$ cat config.mk
export PLATFORM = sky130hd
export DESIGN_NAME = pc_sequencer
export DESIGN_NICKNAME = d
export VERILOG_FILES = /design/src/rtl/pc_sequencer.sv
export SDC_FILE = /design/constraint.sdc
export NUM_CORES = 1
export LEC_CHECK = 0
export CORE_MARGIN = 1
export CORE_UTILIZATION = 31
export CTS_BUF_LIST = sky130_fd_sc_hd__clkbuf_2
export CTS_CLUSTER_SIZE = 30
export DETAILED_ROUTE_END_ITERATION = 6
export PLACE_DENSITY_LB_ADDON = 0.3
export SYNTH_ARGS = -nofsm -noshare
export SYNTH_HDL_FRONTEND = slang
export SYNTH_SLANG_ARGS = --single-unit
$ cat constraint.sdc
create_clock -name clk_i -period 1.6 [get_ports clk_i]
set_clock_uncertainty 0.15 [all_clocks]
set_input_delay 0.24 -clock clk_i [delete_from_list [all_inputs] [get_ports clk_i]]
set_output_delay 0.24 -clock clk_i [all_outputs]
set_load 0.02 [all_outputs]
$ cat src/rtl/pc_sequencer.sv
// pc_sequencer: next-address controller for the program counter register.
// Each cycle it picks the PC load value from increment, branch, jump,
// interrupt vector or return-from-interrupt. It holds the PC on stall and
// raises flush on every redirect and for the fetch slot after it.
//
// Optional feature macro: PC_SEQ_IRQ_EN
//   defined   -> interrupt entry/return logic with epc/ie registers
//   undefined -> irq_req_i/reti_i ignored, irq_ack_o/ie_o/epc_o tied to 0
//
// Ports:
//   clk_i        system clock, rising edge
//   rst_ni       synchronous active-low reset
//   pc_i         current PC value (fed back from the PC register)
//   stall_i      hold PC (pipeline back-pressure)
//   br_taken_i   conditional branch resolved taken
//   br_target_i  branch destination
//   jmp_req_i    unconditional jump
//   jmp_target_i jump destination
//   reti_i       return-from-interrupt executed
//   irq_req_i    level interrupt request
//   next_pc_o    PC load value (combinational)
//   flush_o      kill instruction in fetch (combinational)
//   irq_ack_o    one-cycle pulse when an interrupt is taken (combinational)
//   ie_o         interrupt-enable flag (registered)
//   epc_o        saved return address (registered)

module pc_sequencer #(
  parameter int unsigned    AW        = 16,
  parameter logic [AW-1:0]  RESET_VEC = '0,
  parameter logic [AW-1:0]  IRQ_VEC   = AW'(16'h0010)
) (
  input  logic          clk_i,
  input  logic          rst_ni,
  input  logic [AW-1:0] pc_i,
  input  logic          stall_i,
  input  logic          br_taken_i,
  input  logic [AW-1:0] br_target_i,
  input  logic          jmp_req_i,
  input  logic [AW-1:0] jmp_target_i,
  input  logic          reti_i,
  input  logic          irq_req_i,
  output logic [AW-1:0] next_pc_o,
  output logic          flush_o,
  output logic          irq_ack_o,
  output logic          ie_o,
  output logic [AW-1:0] epc_o
);

  localparam logic [1:0] ST_BOOT  = 2'd0;
  localparam logic [1:0] ST_RUN   = 2'd1;
  localparam logic [1:0] ST_FLUSH = 2'd2;

  logic [1:0]    state_q, state_d;
  logic [AW-1:0] pc_inc;

  // Sequential address, modulo 2^AW.
  assign pc_inc = pc_i + AW'(1);

`ifdef PC_SEQ_IRQ_EN
  logic          ie_q, ie_d;
  logic [AW-1:0] epc_q, epc_d;

  assign ie_o  = ie_q;
  assign epc_o = epc_q;
`else
  logic unused_irq_inputs;

  // Interrupt inputs have no function in this build.
  assign unused_irq_inputs = ^{irq_req_i, reti_i};
  assign ie_o  = 1'b0;
  assign epc_o = '0;
`endif

  // State register.
  always_ff @(posedge clk_i) begin
    if (!rst_ni) begin
      state_q <= ST_BOOT;
    end else begin
      state_q <= state_d;
    end
  end

`ifdef PC_SEQ_IRQ_EN
  // Interrupt-enable and return-address registers.
  always_ff @(posedge clk_i) begin
    if (!rst_ni) begin
      ie_q  <= 1'b1;
      epc_q <= '0;
    end else begin
      ie_q  <= ie_d;
      epc_q <= epc_d;
    end
  end
`endif

  // Next-state, next-address and flush/ack decode.
  always_comb begin
    state_d   = state_q;
    next_pc_o = pc_inc;
    flush_o   = 1'b0;
    irq_ack_o = 1'b0;
`ifdef PC_SEQ_IRQ_EN
    ie_d      = ie_q;
    epc_d     = epc_q;
`endif

    case (state_q)
      ST_BOOT: begin
        next_pc_o = RESET_VEC;
        flush_o   = 1'b1;
        state_d   = ST_RUN;
      end

      ST_RUN: begin
        // Redirects win over stall: the stalled instruction is squashed.
        if (br_taken_i) begin
          next_pc_o = br_target_i;
          flush_o   = 1'b1;
          state_d   = ST_FLUSH;
        end else if (jmp_req_i) begin
          next_pc_o = jmp_target_i;
          flush_o   = 1'b1;
          state_d   = ST_FLUSH;
`ifdef PC_SEQ_IRQ_EN
        end else if (reti_i) begin
          next_pc_o = epc_q;
          flush_o   = 1'b1;
          ie_d      = 1'b1;
          state_d   = ST_FLUSH;
        end else if (irq_req_i && ie_q && !stall_i) begin
          next_pc_o = IRQ_VEC;
          flush_o   = 1'b1;
          irq_ack_o = 1'b1;
          epc_d     = pc_i;
          ie_d      = 1'b0;
          state_d   = ST_FLUSH;
`endif
        end else if (stall_i) begin
          next_pc_o = pc_i;
        end else begin
          next_pc_o = pc_inc;
        end
      end

      ST_FLUSH: begin
        // Requests here come from squashed instructions and are ignored.
        flush_o = 1'b1;
        if (stall_i) begin
          next_pc_o = pc_i;
        end else begin
          next_pc_o = pc_inc;
          state_d   = ST_RUN;
        end
      end

      default: begin
        next_pc_o = RESET_VEC;
        flush_o   = 1'b1;
        state_d   = ST_BOOT;
      end
    endcase

    // Reset holds the fetch at the reset vector with fetch killed.
    if (!rst_ni) begin
      next_pc_o = RESET_VEC;
      flush_o   = 1'b1;
      irq_ack_o = 1'b0;
    end
  end

endmodule

==> run summary, run 1 <==
The overall via count from detail_route came out at 1575. Buffers placed on the I/O ports in this run total 69. The global-route wire length before repair came out at 7050 µm. The global routing met3 resource utilization came out at 1.47%. Walking the worst path, the cells encountered are inv_2 -> ha_4 -> nand3_4 -> buf_6 -> nor2_4 -> o22a_2 -> buf_6. At the worst endpoint, the required time is 1210 ps. For this run, the leading register cell type out of synthesis is sky130_fd_sc_hd__dfxtp_1. The tool flagged a number of max-cap violations equal to 0. Registers are responsible for 6.6% of the overall power. The later pin in the worst-skew pair is clocked with a latency of 200 ps. The clock drives 2 sinks. The post-detailed-placement half-perimeter wirelength came out at 3120 µm. At the end of the flow, the number of nets in the layout was 334. The worst setup path is captured at a primary output. The area growth from synthesis to layout came out at 125%. The biggest area contributor in the post-synthesis netlist is sky130_fd_sc_hd__buf_4. The worst path arrival time came out at 1510 ps.

Entering global routing, the biggest net connects 11 pins. The switching power total came out at 0.460 mW. The cell count after synthesis came out at 162. The commonest cells after synthesis are sky130_fd_sc_hd__buf_4, sky130_fd_sc_hd__nor2_1, sky130_fd_sc_hd__a22oi_1, sky130_fd_sc_hd__nand2_1, sky130_fd_sc_hd__a22o_1. In the final routed layout, each cell accounts on average for 14.0 µm. The most numerous cell type found on the critical path is sky130_fd_sc_hd__buf_6. The CTS clock-pin slew for the worst setup and hold paths came out at 40 ps. The switching power as a share of total power is 45.6%.

The mean cell area of the mapped netlist came out at 6.96 µm². The final reports fail on setup timing. The netlist area before placement is 1130 µm². The global placer's final weighted congestion came out at 0.851. The portion of the clock cycle consumed by the worst path in the final layout is 119%.

By startpoint and endpoint, the worst setup path is classified as register to primary output. The count of yosys warnings during synthesis came out at 0. The upper clock frequency limit is 525 MHz. The global route total overflow is 0. After synthesis, the share of flip-flops with an asynchronous set or reset is 0%. The run finished, with violations left. Among all stages on the critical path, the largest delay is contributed by sky130_fd_sc_hd__dfxtp_2. Setup repair after global routing could not meet its margin everywhere. The area taken by flip-flops and latches is 42.5 µm². The total CTS buffers came out at 3. The clock network accounts for 8.3% of the total power. The minimum clock period is 1900 ps. The final hold violation count was 0. The initial antenna violation count is 0. The global-route met1 utilization is 28.7%. The floorplan step defined a die boundary enclosing 3880 µm². In this run the worst hold path is classified as input pin to register.

90 I/O pins were placed. The clock tree from TritonCTS is built. The area occupied by multi-input gates is 1290 µm². The final wirelength came out at 4480 µm. Yosys attributes the largest share of cell area to sky130_fd_sc_hd__buf_4, sky130_fd_sc_hd__a22oi_1, sky130_fd_sc_hd__a22o_1. The violation count after the first detailed-route iteration came out at 62. The largest registers in the layout are state_q x2. The distinct cell type count of the synthesized netlist is 36. For met2 alone, demand over resource in global routing was 39.4%. Clock tree synthesis selected as its root buffer the cell sky130_fd_sc_hd__clkbuf_2. The diode insertion count for antenna repair is 0. The first-pass iteration count of the detailed router is 4. The post-synthesis sequential area ratio is 3.55%.

The part of the total power dissipated in combinational logic is 85.1%. The type of origin of the critical path is a register. The ratio of routed vias to standard cells came out at 4.94. The area of the core is 3420 µm². The total power per unit cell area came out at 399 nW/µm². After global routing, the most crowded layer is met2.

The register with the most flip-flops in the layout has 2 of them. The static leakage came out at 1.08 nW. IR analysis of the VDD net gives a maximum drop of 0.000184 V. For this run, design rule violations remaining after detail routing come to 0. The post-route netlist has 54.6% of its cells at a drive strength greater than 1. The internal portion of total power is 0.550 mW.

In this run, post-CTS hold repair placed 0 buffers. The count of final max-slew check failures came out at 0. The biggest cell delay along the critical path came out at 340 ps. In the final timing run, aggregate negative setup slack is -3620 ps. The smallest setup slack after layout came out at -303 ps. The register with the most flip-flops in the final layout is state_q. The floorplan die height is 62.3 µm.

The number of flip-flops and latches in the synthesized netlist came out at 2. The die is 62.3 µm wide. The top cell type's share of synthesized area came out at 12.0%. After filler insertion, the fill cell instance count of the layout stands at 252. The via count of the first global-routing pass is 1564.

The standard cell area after detailed placement is 2160 µm². The highest net fanout along the worst path came out at 5. The number of setup violations in the final report came out at 16.

The post-route cell area came out at 2530 µm². The starting density of the core came out at 33.0%. The total global routing track utilization came out at 22.2%. The number of enable flip-flop cells after synthesis is 0. The site row count came out at 21. The count of nets left with antenna violations after detail routing is 0. The number of H-tree levels came out at 1.

No sink is reached through more buffers than the 2 on the longest clock path.
==> layout by cell type, fill, tap and decap left out, types with 3 or more instances in the layout <==
cell	synthesis	final
sky130_fd_sc_hd__buf_12	0	3
sky130_fd_sc_hd__buf_8	0	3
sky130_fd_sc_hd__xor2_1	4	4
sky130_fd_sc_hd__ha_4	0	3
sky130_fd_sc_hd__xnor2_1	8	6
sky130_fd_sc_hd__o21a_1	3	3
sky130_fd_sc_hd__clkbuf_2	0	3
sky130_fd_sc_hd__o22a_2	0	5
sky130_fd_sc_hd__buf_6	1	27
sky130_fd_sc_hd__inv_1	5	3
sky130_fd_sc_hd__nor3_2	0	6
sky130_fd_sc_hd__o22ai_1	7	5
sky130_fd_sc_hd__o21ai_2	0	3
sky130_fd_sc_hd__buf_4	18	37
sky130_fd_sc_hd__nand2_1	11	9
sky130_fd_sc_hd__nor2_2	0	12
sky130_fd_sc_hd__a21oi_2	0	3
sky130_fd_sc_hd__nor4_4	1	4
sky130_fd_sc_hd__dlygate4sd2_1	0	6
sky130_fd_sc_hd__a21oi_1	7	4
sky130_fd_sc_hd__nor2_4	0	3
sky130_fd_sc_hd__buf_2	2	7
sky130_fd_sc_hd__a22oi_2	0	5
sky130_fd_sc_hd__conb_1	1	18
sky130_fd_sc_hd__a22oi_1	12	7
sky130_fd_sc_hd__clkdlybuf4s50_1	0	32
sky130_fd_sc_hd__a22o_1	9	9
sky130_fd_sc_hd__nor2_1	18	3
==> stage by stage <==
| stage | utilization [%] | hold WS (ps) | instances | power (mW) | setup slack [ps] |
|---|---|---|---|---|---|
| floorplan | - | 228 | 179 | 0.474 | -19.3 |
| global placement | 63.1 | 362 | 303 | 0.759 | -1050 |
| detailed placement | 63.1 | 371 | 303 | 0.767 | -1090 |
| CTS | 73.2 | 407 | 318 | 0.987 | -292 |
| global route | 74.2 | 430 | 319 | 1.08 | -359 |
| finish | 74.2 | 416 | 319 | 1.01 | -303 |
==> critical path, delay by kind of cell, from the launching register on <==
family          cells  cell delay (ps)
compound gates      1              170
fa+ha+maj           1              290
buf+inv             3              320
flops               1              340
simple gates        2              190
==> logic make-up (layout without fill, tap and decap cells) <==
kind of cell,count (synthesis),count (layout),share of synthesized area [%]
and+or+nand+nor,58,58,30.2
AOI/OAI and AO/OA,53,54,34.0
buffers and inverters,31,124,17.2
xor gates and xnor gates,12,12,9.32
adders and majority gates,4,4,4.44
DFF,2,2,3.55
other,1,18,0.333
muxes,1,1,0.999
==> layer usage <==
| layer | vias to the layer above | wire [µm] |
|---|---|---|
| met5 | - | 0 |
| met4 | 0 | 36 |
| met3 | 4 | 127 |
| met2 | 45 | 2340 |
| met1 | 735 | 1970 |
| li1 | 791 | - |
==> layout make-up <==
cell class,instances,share of cell area [%]
clock buffers,3,0.592
inverters,5,0.740
multi-input cells,147,51.0
flip-flops and latches,2,1.68
well taps,46,2.27
repair buffers,116,43.7
==> what timing repair did <==
action | 4_1_cts | 5_1_grt
gates cloned | 1 | 0
setup buffers | 11 | 2
setup endpoints to repair | 19 | 17
pin swaps | 34 | 22
gates resized for setup | 198 | 35
endpoints found under the hold margin | 0 | 0
==> path summary, 6_finish.rpt <==
check | slack [ps] | start | end | cells after the start
worst max-delay path | -300 | state_q[0] | next_pc_o[12] | 7
worst min-delay path | 420 | stall_i | state_q[0] | 4
worst max register to register | 180 | state_q[1] | state_q[1] | 6
worst min register to register | 470 | state_q[0] | state_q[0] | 3
==> power groups by stage <==
stage	logic (mW)	registers [mW]	clock network (mW)
finish	0.860	0.0671	0.0838
floorplan	0.409	0.0650	0
detailed placement	0.700	0.0665	0
CTS	0.834	0.0666	0.0860
global placement	0.693	0.0667	0
global route	0.915	0.0679	0.0922
(Power assumes the default switching activity.)
==> run 2, diff against run 1 <==
--- a/config.mk
+++ b/config.mk
@@ -10,7 +10,10 @@
 export CTS_BUF_LIST = sky130_fd_sc_hd__clkbuf_2
 export CTS_CLUSTER_SIZE = 30
 export DETAILED_ROUTE_END_ITERATION = 6
+export GPL_ROUTABILITY_DRIVEN = 0
 export PLACE_DENSITY_LB_ADDON = 0.3
+export SETUP_SLACK_MARGIN = 0.02
+export SLEW_MARGIN = 20
 export SYNTH_ARGS = -nofsm -noshare
 export SYNTH_HDL_FRONTEND = slang
 export SYNTH_SLANG_ARGS = --single-unit
==> run summary, run 2 (synthesis gave the netlist of run 1 again) <==
The switching power as a share of total power came out at 46.3%. The final reports fail on setup timing. The final cell count without fillers came out at 337. The number of cells on the worst reg-to-reg path is 7.

90 I/O pins were placed. The internal portion of total power came out at 0.692 mW. The flop-to-flop setup slack is -20 ps. After detailed routing, the number of remaining DRC violations is 0.

Setup violations remaining at the end of the flow were counted as 17. The first-pass iteration count of the detailed router came out at 4. The path category of the worst min-delay check is input pin to register.

The via count of the first global-routing pass was 1872. The total global routing track utilization came out at 30.0%. The largest registers in the layout are state_q x2. The minimum clock period came out at 2060 ps. The static leakage came out at 1.21 nW. The post-detailed-placement half-perimeter wirelength is 3460 µm. The number of maximum-capacitance violations came out at 0.

In the final routed layout, each cell accounts on average for 19.5 µm. The floorplan die height is 62.3 µm. The library cells used most frequently in the layout, excluding fill and tap cells, are sky130_fd_sc_hd__buf_4, sky130_fd_sc_hd__buf_6, sky130_fd_sc_hd__clkdlybuf4s50_1.

The flow ran to the end, but the final reports show violations. Once routing completed, OpenROAD measured the worst setup slack at -459 ps. The critical path goes through inv_4 -> ha_4 -> nand3_4 -> nor3_2 -> nor2_1 -> o22ai_2 -> buf_6. The part of the total power dissipated in combinational logic came out at 88.1%.

The final wirelength is 6570 µm. The overall via count from detail_route came out at 1879. The area growth from synthesis to layout came out at 159%. The kind of cell with the highest combined delay along the critical path is simple AND/OR/NAND/NOR gates. More flip-flops sit in one register than any other, and that register is state_q.

The number of filler cells placed in the layout came out at 166. The type of origin of the critical path is a register. The number of clock sinks came out at 2. The maximum ir drop on the vdd rail is 0.000237 V. The part of the total power dissipated in sequential elements came out at 5.3%.

The number of clock buffers added by TritonCTS is 3. The count of input and output buffers is 69. The highest net fanout along the worst path came out at 5. The initial antenna violation count is 0. The total power per unit cell area came out at 440 nW/µm². Along the worst hold path, the cell count comes to 4.

The switching power total came out at 0.596 mW. The launch instance of the worst min-delay path is stall_i. The area of the core came out at 3420 µm². Cells with a size suffix above 1 make up 61.2% of the layout. The violation count after the first detailed-route iteration came out at 93. The tree is rooted in a sky130_fd_sc_hd__clkbuf_2. The clock latency on the worst-skew pair came out at 200 ps.

The number of buffers and inverters on the critical path is 2. The worst register-to-register path ends at state_q[1]. The layer flagged by global routing as most heavily used is met2. For this run, the slowest stage of the critical path takes 350 ps. The global-route wire length before repair is 9270 µm. The number of nets in the final layout came out at 352.

Global routing consumed, on the met2 layer, 54.9% of the routing resources. The ratio of routed vias to standard cells came out at 5.58. The count of final max-slew check failures came out at 0.

The global routing met3 resource utilization is 5.88%. The setup path with the least slack is of type register to primary output. The longest clock path from root to sink contains 2 buffers. The CTS clock-pin slew for the worst setup and hold paths came out at 30 ps.

The full die area came out at 3880 µm². The register with the most flip-flops in the layout has 2 of them. The site row count came out at 21. The number of buffers inserted by hold repair at cts is 0. Setup repair after global routing could not meet its margin everywhere. The count of nets left with antenna violations after detail routing came out at 0. The slowest stage of the critical path is the sky130_fd_sc_hd__dfxtp_2 cell. The number of H-tree levels is 1.

The overall power of the completed layout came out at 1.29 mW. The largest net degree at the start of global routing is 12. The clock power share is 6.6%. The final hold violation count was 0. The critical path capture point type is a primary output. The worst register-to-register path begins at state_q[0].

The upper clock frequency limit came out at 486 MHz. Adding up every negative setup slack in the final design gives -5760 ps. The placed instance count came out at 312. The clock tree from TritonCTS is built. At the worst endpoint, the required time is 1210 ps. Data arrives at the worst endpoint at 1670 ps.

The path with the worst hold slack has its endpoint at state_q[0]. The die extent in x came out at 62.3 µm. Summed over all layers, the global routing overflow is 0.

The portion of the clock cycle consumed by the worst path in the final layout is 129%. The global-route met1 utilization came out at 34.0%. Leaving out fill and tap cells, the most frequent cell in the layout is sky130_fd_sc_hd__buf_4.

The starting density of the core came out at 33.0%. The diode insertion count for antenna repair is 0.
[run 2: cell count changes in the layout (fill, tap and decap cells not counted), moves of 3 or more]
cell and change:
sky130_fd_sc_hd__a21oi_4 +3, sky130_fd_sc_hd__o22a_2 -3, sky130_fd_sc_hd__buf_4 +7, sky130_fd_sc_hd__nor2_4 +9, sky130_fd_sc_hd__buf_8 -3, sky130_fd_sc_hd__o22ai_1 -3, sky130_fd_sc_hd__buf_6 +9, sky130_fd_sc_hd__clkdlybuf4s15_2 +5
sky130_fd_sc_hd__o21ai_4 +3, sky130_fd_sc_hd__o22ai_2 +3, sky130_fd_sc_hd__nor2_2 -8, sky130_fd_sc_hd__buf_2 -3, sky130_fd_sc_hd__o22a_4 +3
[run 2: layout make-up]
| cell class | count | area, µm² | area share (%) |
|---|---|---|---|
| multi-input combinational | 147 | 1490 | 51.0 |
| timing repair buffer | 134 | 1290 | 44.3 |
| tap | 46 | 57.6 | 1.97 |
| sequential | 2 | 42.5 | 1.45 |
| inverter | 5 | 21.3 | 0.727 |
| clock buffer | 3 | 15.0 | 0.513 |
[run 2: power by group through the flow]
stage          clock network (mW)  registers, mW  logic, mW
2_1_floorplan                   0         0.0662      0.428
4_1_cts                    0.0773         0.0650      0.954
6_report                   0.0845         0.0683       1.14
3_3_place_gp                    0         0.0658      0.752
5_1_grt                    0.0877         0.0692       1.18
3_5_place_dp                    0         0.0663      0.763
[run 2: metrics by stage]
| stage | instance area, µm² | setup slack (ps) | utilization, % | hold WS [ps] |
|---|---|---|---|---|
| 6_report | 2920 | -459 | 85.6 | 462 |
| 4_1_cts | 2770 | -325 | 81.1 | 401 |
| 2_1_floorplan | 1370 | -22.0 | - | 221 |
| 3_3_place_gp | 2270 | -1050 | 66.4 | 441 |
| 3_5_place_dp | 2270 | -1060 | 66.4 | 456 |
| 5_1_grt | 2920 | -523 | 85.6 | 459 |
[run 2: what timing repair did]
| item | in CTS | in global routing |
|---|---|---|
| pin swaps | 40 | 13 |
| setup buffers | 17 | 4 |
| gates resized for setup | 220 | 29 |
| cloned | 2 | 0 |
| setup endpoints to repair | 17 | 18 |
[run 2: how the worst max path moves through the flow]
| stage | start | endpoint | slack [ps] | depth (start not counted) |
|---|---|---|---|---|
| final | state_q[0] | next_pc_o[8] | -460 | 7 |
| after global routing | state_q[0] | next_pc_o[8] | -520 | 7 |
| after CTS | state_q[1] | next_pc_o[13] | -320 | 7 |
| after detailed placement | pc_i[5] | next_pc_o[14] | -1060 | 6 |
| after global placement | pc_i[5] | next_pc_o[10] | -1050 | 7 |
| after floorplan | state_q[1] | next_pc_o[10] | -20 | 5 |
[run 2: per-layer routing]
layer / routed length [µm] / vias to the layer above
li1: - / 831
met1: 2530 / 915
met2: 3310 / 99
met3: 379 / 34
met4: 350 / 0
met5: 0 / -
[run 2: worst reg2reg max path: stages, from the launching register on]
cell and delay (ps):
sky130_fd_sc_hd__dfxtp_2 350, sky130_fd_sc_hd__inv_4 50, sky130_fd_sc_hd__buf_12 120, sky130_fd_sc_hd__ha_4 170
sky130_fd_sc_hd__buf_4 160, sky130_fd_sc_hd__a21oi_1 210, sky130_fd_sc_hd__nor2_1 70, sky130_fd_sc_hd__nor3b_1 240
